--- config.mk ---
export PLATFORM = sky130hd
export DESIGN_NAME = mb_wb_fetch_bridge_flat
export DESIGN_NICKNAME = d
export VERILOG_FILES = /design/src/rtl/mb_wb_fetch_bridge_if.sv /design/src/rtl/mb_wb_fetch_bridge.sv /design/src/flat_wrapper.sv
export SDC_FILE = /design/constraint.sdc
export NUM_CORES = 1
export LEC_CHECK = 0
export CORE_ASPECT_RATIO = 1.25
export CORE_MARGIN = 2
export CORE_UTILIZATION = 35
export DETAILED_ROUTE_END_ITERATION = 10
export PLACE_DENSITY = 0.71
export SLEW_MARGIN = 15
export SYNTH_ARGS = -nofsm -noshare
export SYNTH_HDL_FRONTEND = slang
export SYNTH_SLANG_ARGS = --single-unit
--- constraint.sdc ---
create_clock -name i_clk -period 1.6 [get_ports i_clk]
set_input_delay 0.16 -clock i_clk [delete_from_list [all_inputs] [get_ports i_clk]]
set_output_delay 0.16 -clock i_clk [all_outputs]
set_load 0.02 [all_outputs]
--- src/rtl/mb_wb_fetch_bridge_if.sv ---
// Bus bundle for mb_wb_fetch_bridge: memory-bus request side plus Wishbone master side.
// master = bridge view, slave = requester/Wishbone environment view.
interface mb_wb_fetch_bridge_if #(
    parameter int RW     = 16,
    parameter int ADDR_W = 24
);
    logic [RW-1:0]        mb_req_addr;
    logic                 mb_req_active;
    logic                 mb_req_next;
    logic [ADDR_W-RW-1:0] i_addr_hi;
    logic [RW-1:0]        mb_req_data;
    logic                 mb_req_data_valid;
    logic                 o_bus_err;
    logic                 wb_cyc;
    logic                 wb_stb;
    logic                 wb_we;
    logic [1:0]           wb_sel;
    logic [ADDR_W-1:0]    wb_adr;
    logic [RW-1:0]        wb_i_dat;
    logic                 wb_ack;
    logic                 wb_err;
    logic                 wb_stall;

    modport master (
        input  mb_req_addr, mb_req_active, mb_req_next, i_addr_hi,
        output mb_req_data, mb_req_data_valid, o_bus_err,
        output wb_cyc, wb_stb, wb_we, wb_sel, wb_adr,
        input  wb_i_dat, wb_ack, wb_err, wb_stall
    );

    modport slave (
        output mb_req_addr, mb_req_active, mb_req_next, i_addr_hi,
        input  mb_req_data, mb_req_data_valid, o_bus_err,
        input  wb_cyc, wb_stb, wb_we, wb_sel, wb_adr,
        output wb_i_dat, wb_ack, wb_err, wb_stall
    );
endinterface

--- src/rtl/mb_wb_fetch_bridge.sv ---
// Read-only 16-bit memory-bus to Wishbone pipelined bridge, one outstanding request,
// cyc locked across "next" pairs. Define MB_WB_TIMEOUT_EN to enable the ack timeout.
module mb_wb_fetch_bridge #(
    parameter int RW             = 16,
    parameter int ADDR_W         = 24,
    parameter int TIMEOUT_CYCLES = 255
) (
    input  logic                  i_clk,
    input  logic                  i_rst,
    mb_wb_fetch_bridge_if.master  bus
);
    typedef enum logic [2:0] {IDLE, STB, WAIT, RESP, LOCKED} state_t;

    state_t            state, state_n;
    logic              lock, lock_n;
    logic              cyc, cyc_n;
    logic              stb, stb_n;
    logic [ADDR_W-1:0] adr, adr_n;
    logic [RW-1:0]     data, data_n;
    logic              valid, valid_n;
    logic              berr, berr_n;
    logic              issue;
    logic              done;
    logic [RW-1:0]     rdata;

`ifdef MB_WB_TIMEOUT_EN
    localparam int CNT_W = $clog2(TIMEOUT_CYCLES + 1);
    logic [CNT_W-1:0] cnt, cnt_n;
`endif

    assign done  = bus.wb_ack | bus.wb_err;
    // err wins over a simultaneous ack and returns zero data
    assign rdata = bus.wb_err ? '0 : bus.wb_i_dat;

    always_comb begin
        state_n = state;
        lock_n  = lock;
        cyc_n   = cyc;
        stb_n   = stb;
        adr_n   = adr;
        data_n  = data;
        valid_n = 1'b0;
        berr_n  = 1'b0;
        issue   = 1'b0;
        case (state)
            IDLE: issue = bus.mb_req_active;
            STB: begin
                if (!bus.wb_stall) begin
                    stb_n   = 1'b0;
                    state_n = WAIT;
                    if (done) begin
                        state_n = RESP;
                        data_n  = rdata;
                        valid_n = 1'b1;
                        berr_n  = bus.wb_err;
                    end
                end
            end
            WAIT: begin
                if (done) begin
                    state_n = RESP;
                    data_n  = rdata;
                    valid_n = 1'b1;
                    berr_n  = bus.wb_err;
                end
            end
            RESP: begin
                // requester turnaround: active is not looked at here
                if (lock) begin
                    state_n = LOCKED;
                end else begin
                    state_n = IDLE;
                    cyc_n   = 1'b0;
                end
            end
            LOCKED: begin
                if (bus.mb_req_active) begin
                    issue = 1'b1;
                end else begin
                    state_n = IDLE;
                    cyc_n   = 1'b0;
                end
            end
            default: begin
                state_n = IDLE;
                cyc_n   = 1'b0;
                stb_n   = 1'b0;
            end
        endcase
        if (issue) begin
            state_n = STB;
            cyc_n   = 1'b1;
            stb_n   = 1'b1;
            adr_n   = {bus.i_addr_hi, bus.mb_req_addr};
            lock_n  = bus.mb_req_next;
        end
`ifdef MB_WB_TIMEOUT_EN
        cnt_n = cnt;
        if (issue) begin
            cnt_n = '0;
        end else if (state == STB || state == WAIT) begin
            if (cnt == CNT_W'(TIMEOUT_CYCLES) && state_n != RESP) begin
                state_n = IDLE;
                cyc_n   = 1'b0;
                stb_n   = 1'b0;
                lock_n  = 1'b0;
                data_n  = {RW{1'b1}};
                valid_n = 1'b1;
                berr_n  = 1'b1;
            end else begin
                cnt_n = cnt + 1'b1;
            end
        end
`endif
    end

    always_ff @(posedge i_clk) begin
        if (i_rst) begin
            state <= IDLE;
            lock  <= 1'b0;
            cyc   <= 1'b0;
            stb   <= 1'b0;
            adr   <= '0;
            data  <= '0;
            valid <= 1'b0;
            berr  <= 1'b0;
        end else begin
            state <= state_n;
            lock  <= lock_n;
            cyc   <= cyc_n;
            stb   <= stb_n;
            adr   <= adr_n;
            data  <= data_n;
            valid <= valid_n;
            berr  <= berr_n;
        end
    end

`ifdef MB_WB_TIMEOUT_EN
    always_ff @(posedge i_clk) begin
        if (i_rst) cnt <= '0;
        else       cnt <= cnt_n;
    end
`endif

    assign bus.wb_cyc            = cyc;
    assign bus.wb_stb            = stb;
    assign bus.wb_we             = 1'b0;
    assign bus.wb_sel            = 2'b11;
    assign bus.wb_adr            = adr;
    assign bus.mb_req_data       = data;
    assign bus.mb_req_data_valid = valid;
    assign bus.o_bus_err         = berr;
endmodule

--- src/flat_wrapper.sv ---
// flat-port wrapper written by rule: the top's interface ports become plain ports
module mb_wb_fetch_bridge_flat 
#(
    parameter int RW             = 16,
    parameter int ADDR_W         = 24,
    parameter int TIMEOUT_CYCLES = 255
)
  (i_clk, i_rst, bus_mb_req_addr, bus_mb_req_active, bus_mb_req_next, bus_i_addr_hi, bus_mb_req_data, bus_mb_req_data_valid, bus_o_bus_err, bus_wb_cyc, bus_wb_stb, bus_wb_we, bus_wb_sel, bus_wb_adr, bus_wb_i_dat, bus_wb_ack, bus_wb_err, bus_wb_stall);
  mb_wb_fetch_bridge_if #(.RW(RW), .ADDR_W(ADDR_W)) bus_i ();
  input  logic i_clk;
  input  logic i_rst;
  input wire logic [$bits(bus_i.mb_req_addr)-1:0] bus_mb_req_addr;
  input wire logic [$bits(bus_i.mb_req_active)-1:0] bus_mb_req_active;
  input wire logic [$bits(bus_i.mb_req_next)-1:0] bus_mb_req_next;
  input wire logic [$bits(bus_i.i_addr_hi)-1:0] bus_i_addr_hi;
  output wire logic [$bits(bus_i.mb_req_data)-1:0] bus_mb_req_data;
  output wire logic [$bits(bus_i.mb_req_data_valid)-1:0] bus_mb_req_data_valid;
  output wire logic [$bits(bus_i.o_bus_err)-1:0] bus_o_bus_err;
  output wire logic [$bits(bus_i.wb_cyc)-1:0] bus_wb_cyc;
  output wire logic [$bits(bus_i.wb_stb)-1:0] bus_wb_stb;
  output wire logic [$bits(bus_i.wb_we)-1:0] bus_wb_we;
  output wire logic [$bits(bus_i.wb_sel)-1:0] bus_wb_sel;
  output wire logic [$bits(bus_i.wb_adr)-1:0] bus_wb_adr;
  input wire logic [$bits(bus_i.wb_i_dat)-1:0] bus_wb_i_dat;
  input wire logic [$bits(bus_i.wb_ack)-1:0] bus_wb_ack;
  input wire logic [$bits(bus_i.wb_err)-1:0] bus_wb_err;
  input wire logic [$bits(bus_i.wb_stall)-1:0] bus_wb_stall;
  assign bus_i.mb_req_addr = bus_mb_req_addr;
  assign bus_i.mb_req_active = bus_mb_req_active;
  assign bus_i.mb_req_next = bus_mb_req_next;
  assign bus_i.i_addr_hi = bus_i_addr_hi;
  assign bus_mb_req_data = bus_i.mb_req_data;
  assign bus_mb_req_data_valid = bus_i.mb_req_data_valid;
  assign bus_o_bus_err = bus_i.o_bus_err;
  assign bus_wb_cyc = bus_i.wb_cyc;
  assign bus_wb_stb = bus_i.wb_stb;
  assign bus_wb_we = bus_i.wb_we;
  assign bus_wb_sel = bus_i.wb_sel;
  assign bus_wb_adr = bus_i.wb_adr;
  assign bus_i.wb_i_dat = bus_wb_i_dat;
  assign bus_i.wb_ack = bus_wb_ack;
  assign bus_i.wb_err = bus_wb_err;
  assign bus_i.wb_stall = bus_wb_stall;
  mb_wb_fetch_bridge #(.RW(RW), .ADDR_W(ADDR_W), .TIMEOUT_CYCLES(TIMEOUT_CYCLES)) u_core (.i_clk(i_clk), .i_rst(i_rst), .bus(bus_i));
endmodule
==> impl_metrics.ini <==
[power_and_ir_drop]
leakage_nw = 1.09
powerDensity_mw_per_mm2 = 872
vdd_drop_max_mv = 0.506

[sta]
slew_viol_final = 0
timing.final.crit_share = 0.918
timing.setup.tns_ns = 0
worst_pin_slew_ns = 0.558
worst_slack_ns = 0.132
hold_viol_final = 0
clock-skew-final_ns = 0.00511
report.final.setup_viol = 0
layout_min_cycle_time_ns = 1.47
maxClockFrequency_mhz = 681
grt_setup_unrepaired = false
slew_headroom = 0.628

[layout]
finish.utilization = 0.558
layout_area_growth_over_synthesis_pct = 54.7
drive_gt1_frac = 0.111
most-common-layout-cells = 89 x clkdlybuf4s50_1, 53 x nand2_1, 48 x dfxtp_1
finish.net_count = 354
antenna_cells_inserted = 0
commonest_non_fill_non_tap_cell_in_the_layout = clkdlybuf4s50_1
post_layout_nonfiller_instances = 371
n_fill_cell = 535

[grt]
grt_pass1_vias = 1755
first_pass_grt_wire_length_um = 7750
overall_global_routing_resource_usage = 0.154
groute.layer.met1.usage = 0.174
met3_usage = 0.0556
antenna_found_initial = 0
grt_overflow = 0
grt_most_used_layer = met2
grtUsageMet2 = 0.271
pin_count_of_the_biggest_net_entering_global_routing = 41

[synthesis]
synthTopCellsByArea = dfxtp_1 49%, nand2_1 10%, mux2i_1 8.2%
seq_area_frac_synth = 0.493
netlist-cell-type-count = 27
syn_avg_cell_area_um2 = 8.94
post-synth-top-area-fraction = 0.493
postSynthRegisterBits = 48
synth.cell_area_mm2 = 0.00195
post-synth-top-area-cell = dfxtp_1
synth.yosys.warnings = 0
postSynthCellCount = 218

[placed_design]
gp_routability_congestion = 0.695
numPortBuffers = 90
pre_cts_slack_ns = -0.156
hpwlAfterDp_um = 3230
numPlacedInstances = 364

[clock_network]
cts_resized = 0
total_clock_buffers_created_by_cts = 5
numClockSinks = 48
clock_tree_buffer_depth = 2
cts-root-buf = clkbuf_8
worst_skew_pair.late_latency_ns = 0.29
hold_buffers = 0
tritoncts = done
cts.htree.levels = 2
post-cts-setup-buffer-count = 0
worst_path_clk_slew_ns = 0.08

[detailed_routing]
via_per_inst = 4.65
route.detailed.drc = 0
drt-total-wl_um = 4520
drt_pass1_iterations = 4
detail_route.iter0.violations = 42
num_vias = 1725
postRouteAntennaNets = 0
wire_length_per_cell_after_detailed_routing_um = 12.2

[setup_path]
timing.critical_path.to = u_core.bus.mb_req_data[7]
reg2reg_slack_ns = 0.13
worstPathCellList = or3b_4 -> a211oi_4 -> buf_12 -> mux2i_1
critical_path_required_ns = 1.81
timing.critical_path.fanout_max = 17
timing.critical_path.buf_inv = 1
critical_path.reg2reg.endpoint = u_core.bus.mb_req_data[7]
critical_path_cell_count = 4
setup.worst_path.start_class = register
crit_arrival_ns = 1.68
regToRegStartpoint = u_core.state[0]
slowest_stage = or3b_4
r2r_cells = 4
crit_type = reg -> reg
critical_path.endpoint_type = register
slowest_delay_ns = 0.40
beginning_of_the_critical_path = u_core.state[0]
worst_path_dominant_cell_family = simple AND/OR/NAND/NOR gates

[floorplanning]
initial_core_util = 0.360
die_w_um = 70.7
core_mm2 = 0.00541
pin_count = 94
std_cell_rows = 30
dieHeight_um = 87.4
die_outline_area_mm2 = 0.00618

[flow_run]
maxCapViolations = 0

[status]
outcome = finished, final reports clean

[hold_path]
hold_class = in -> reg
cells in the mapped netlist:
cell / n
buf_6: 1
nand3b_1: 1
nand2_1: 53
and2_1: 1
nor2b_1: 3
a211oi_1: 1
or3b_4: 1
dfxtp_1: 48
nand3_1: 1
o21ai_0: 2
o211ai_1: 1
mux2i_1: 16
conb_1: 2
nor3_1: 1
nor2_1: 3
clkbuf_1: 12
o21ba_2: 1
nor3b_1: 1
a211oi_4: 1
buf_4: 4
nand2b_1: 17
inv_1: 2
buf_8: 1
or2b_1: 1
a21oi_1: 28
or3b_2: 14
o21bai_1: 1
worst register-to-register path, cell delays in order, from the launching register on:
cell and delay (ns):
dfxtp_1 0.35, or3b_4 0.40, a211oi_4 0.24, buf_12 0.20, mux2i_1 0.20
flip-flops by register name, indices dropped and copies added (netlist names):
name and flops:
u_core.bus.mb_req_data_valid 1, u_core.bus.o_bus_err 1, u_core.bus.wb_stb 1, u_core.bus.wb_cyc 1, u_core.state 3, u_core.bus.mb_req_data 16
u_core.bus.wb_adr 24, u_core.lock 1
where the power goes:
part | internal, mW | switching [mW] | total (mW)
sequential | 1.27 | 0.0392 | 1.31
clock | 0.298 | 0.363 | 0.660
combinational | 0.357 | 0.300 | 0.657
how the worst min path moves through the flow:
stage                                     start                     to  slack, ns  depth (start not counted)
final                                     i_rst  u_core.bus.wb_adr[16]       0.38                          2
after global routing                      i_rst  u_core.bus.wb_adr[10]       0.41                          2
after CTS                                 i_rst  u_core.bus.wb_adr[12]       0.37                          2
after detailed placement  u_core.bus.wb_adr[19]  u_core.bus.wb_adr[19]       0.45                          2
after global placement     u_core.bus.wb_adr[2]   u_core.bus.wb_adr[2]       0.44                          2
after floorplan                 bus_mb_req_next            u_core.lock       0.30                          2
per-layer routing:
metal | up-vias | share of wire
met5 | - | 0
met2 | 60 | 0.49
met4 | 0 | 0.0086
met1 | 780 | 0.42
li1 | 881 | -
met3 | 4 | 0.085
kinds of logic (layout without fill, tap and decap cells):
family / Yosys count / after routing / synth area share
buf+inv: 20 / 108 / 0.0559
mux: 16 / 16 / 0.0822
flops: 48 / 48 / 0.493
simple gates: 97 / 97 / 0.261
other cells: 2 / 3 / 0.00386
compound gates: 35 / 35 / 0.104
metrics by stage:
| stage | power [mW] | cell area [um2] | hold slack [ns] |
|---|---|---|---|
| 6_report | 2.63 | 3010 | 0.377 |
| 5_1_grt | 2.78 | 3010 | 0.412 |
| 4_1_cts | 2.68 | 3010 | 0.366 |
| 3_5_place_dp | 2.00 | 2940 | 0.448 |
| 3_3_place_gp | 2.00 | 2940 | 0.441 |
| 2_1_floorplan | 1.68 | 1950 | 0.296 |
cell type report:
class / count / area [um2] / area share
Timing Repair Buffer: 99 / 1000 / 0.332
Clock inverter: 1 / 5.00 / 0.00166
Tap cell: 64 / 80.1 / 0.0266
Sequential cell: 48 / 961 / 0.319
Inverter: 2 / 7.51 / 0.00249
Multi-Input combinational cell: 151 / 887 / 0.294
Clock buffer: 6 / 72.6 / 0.0241
(Power assumes the default switching activity.)
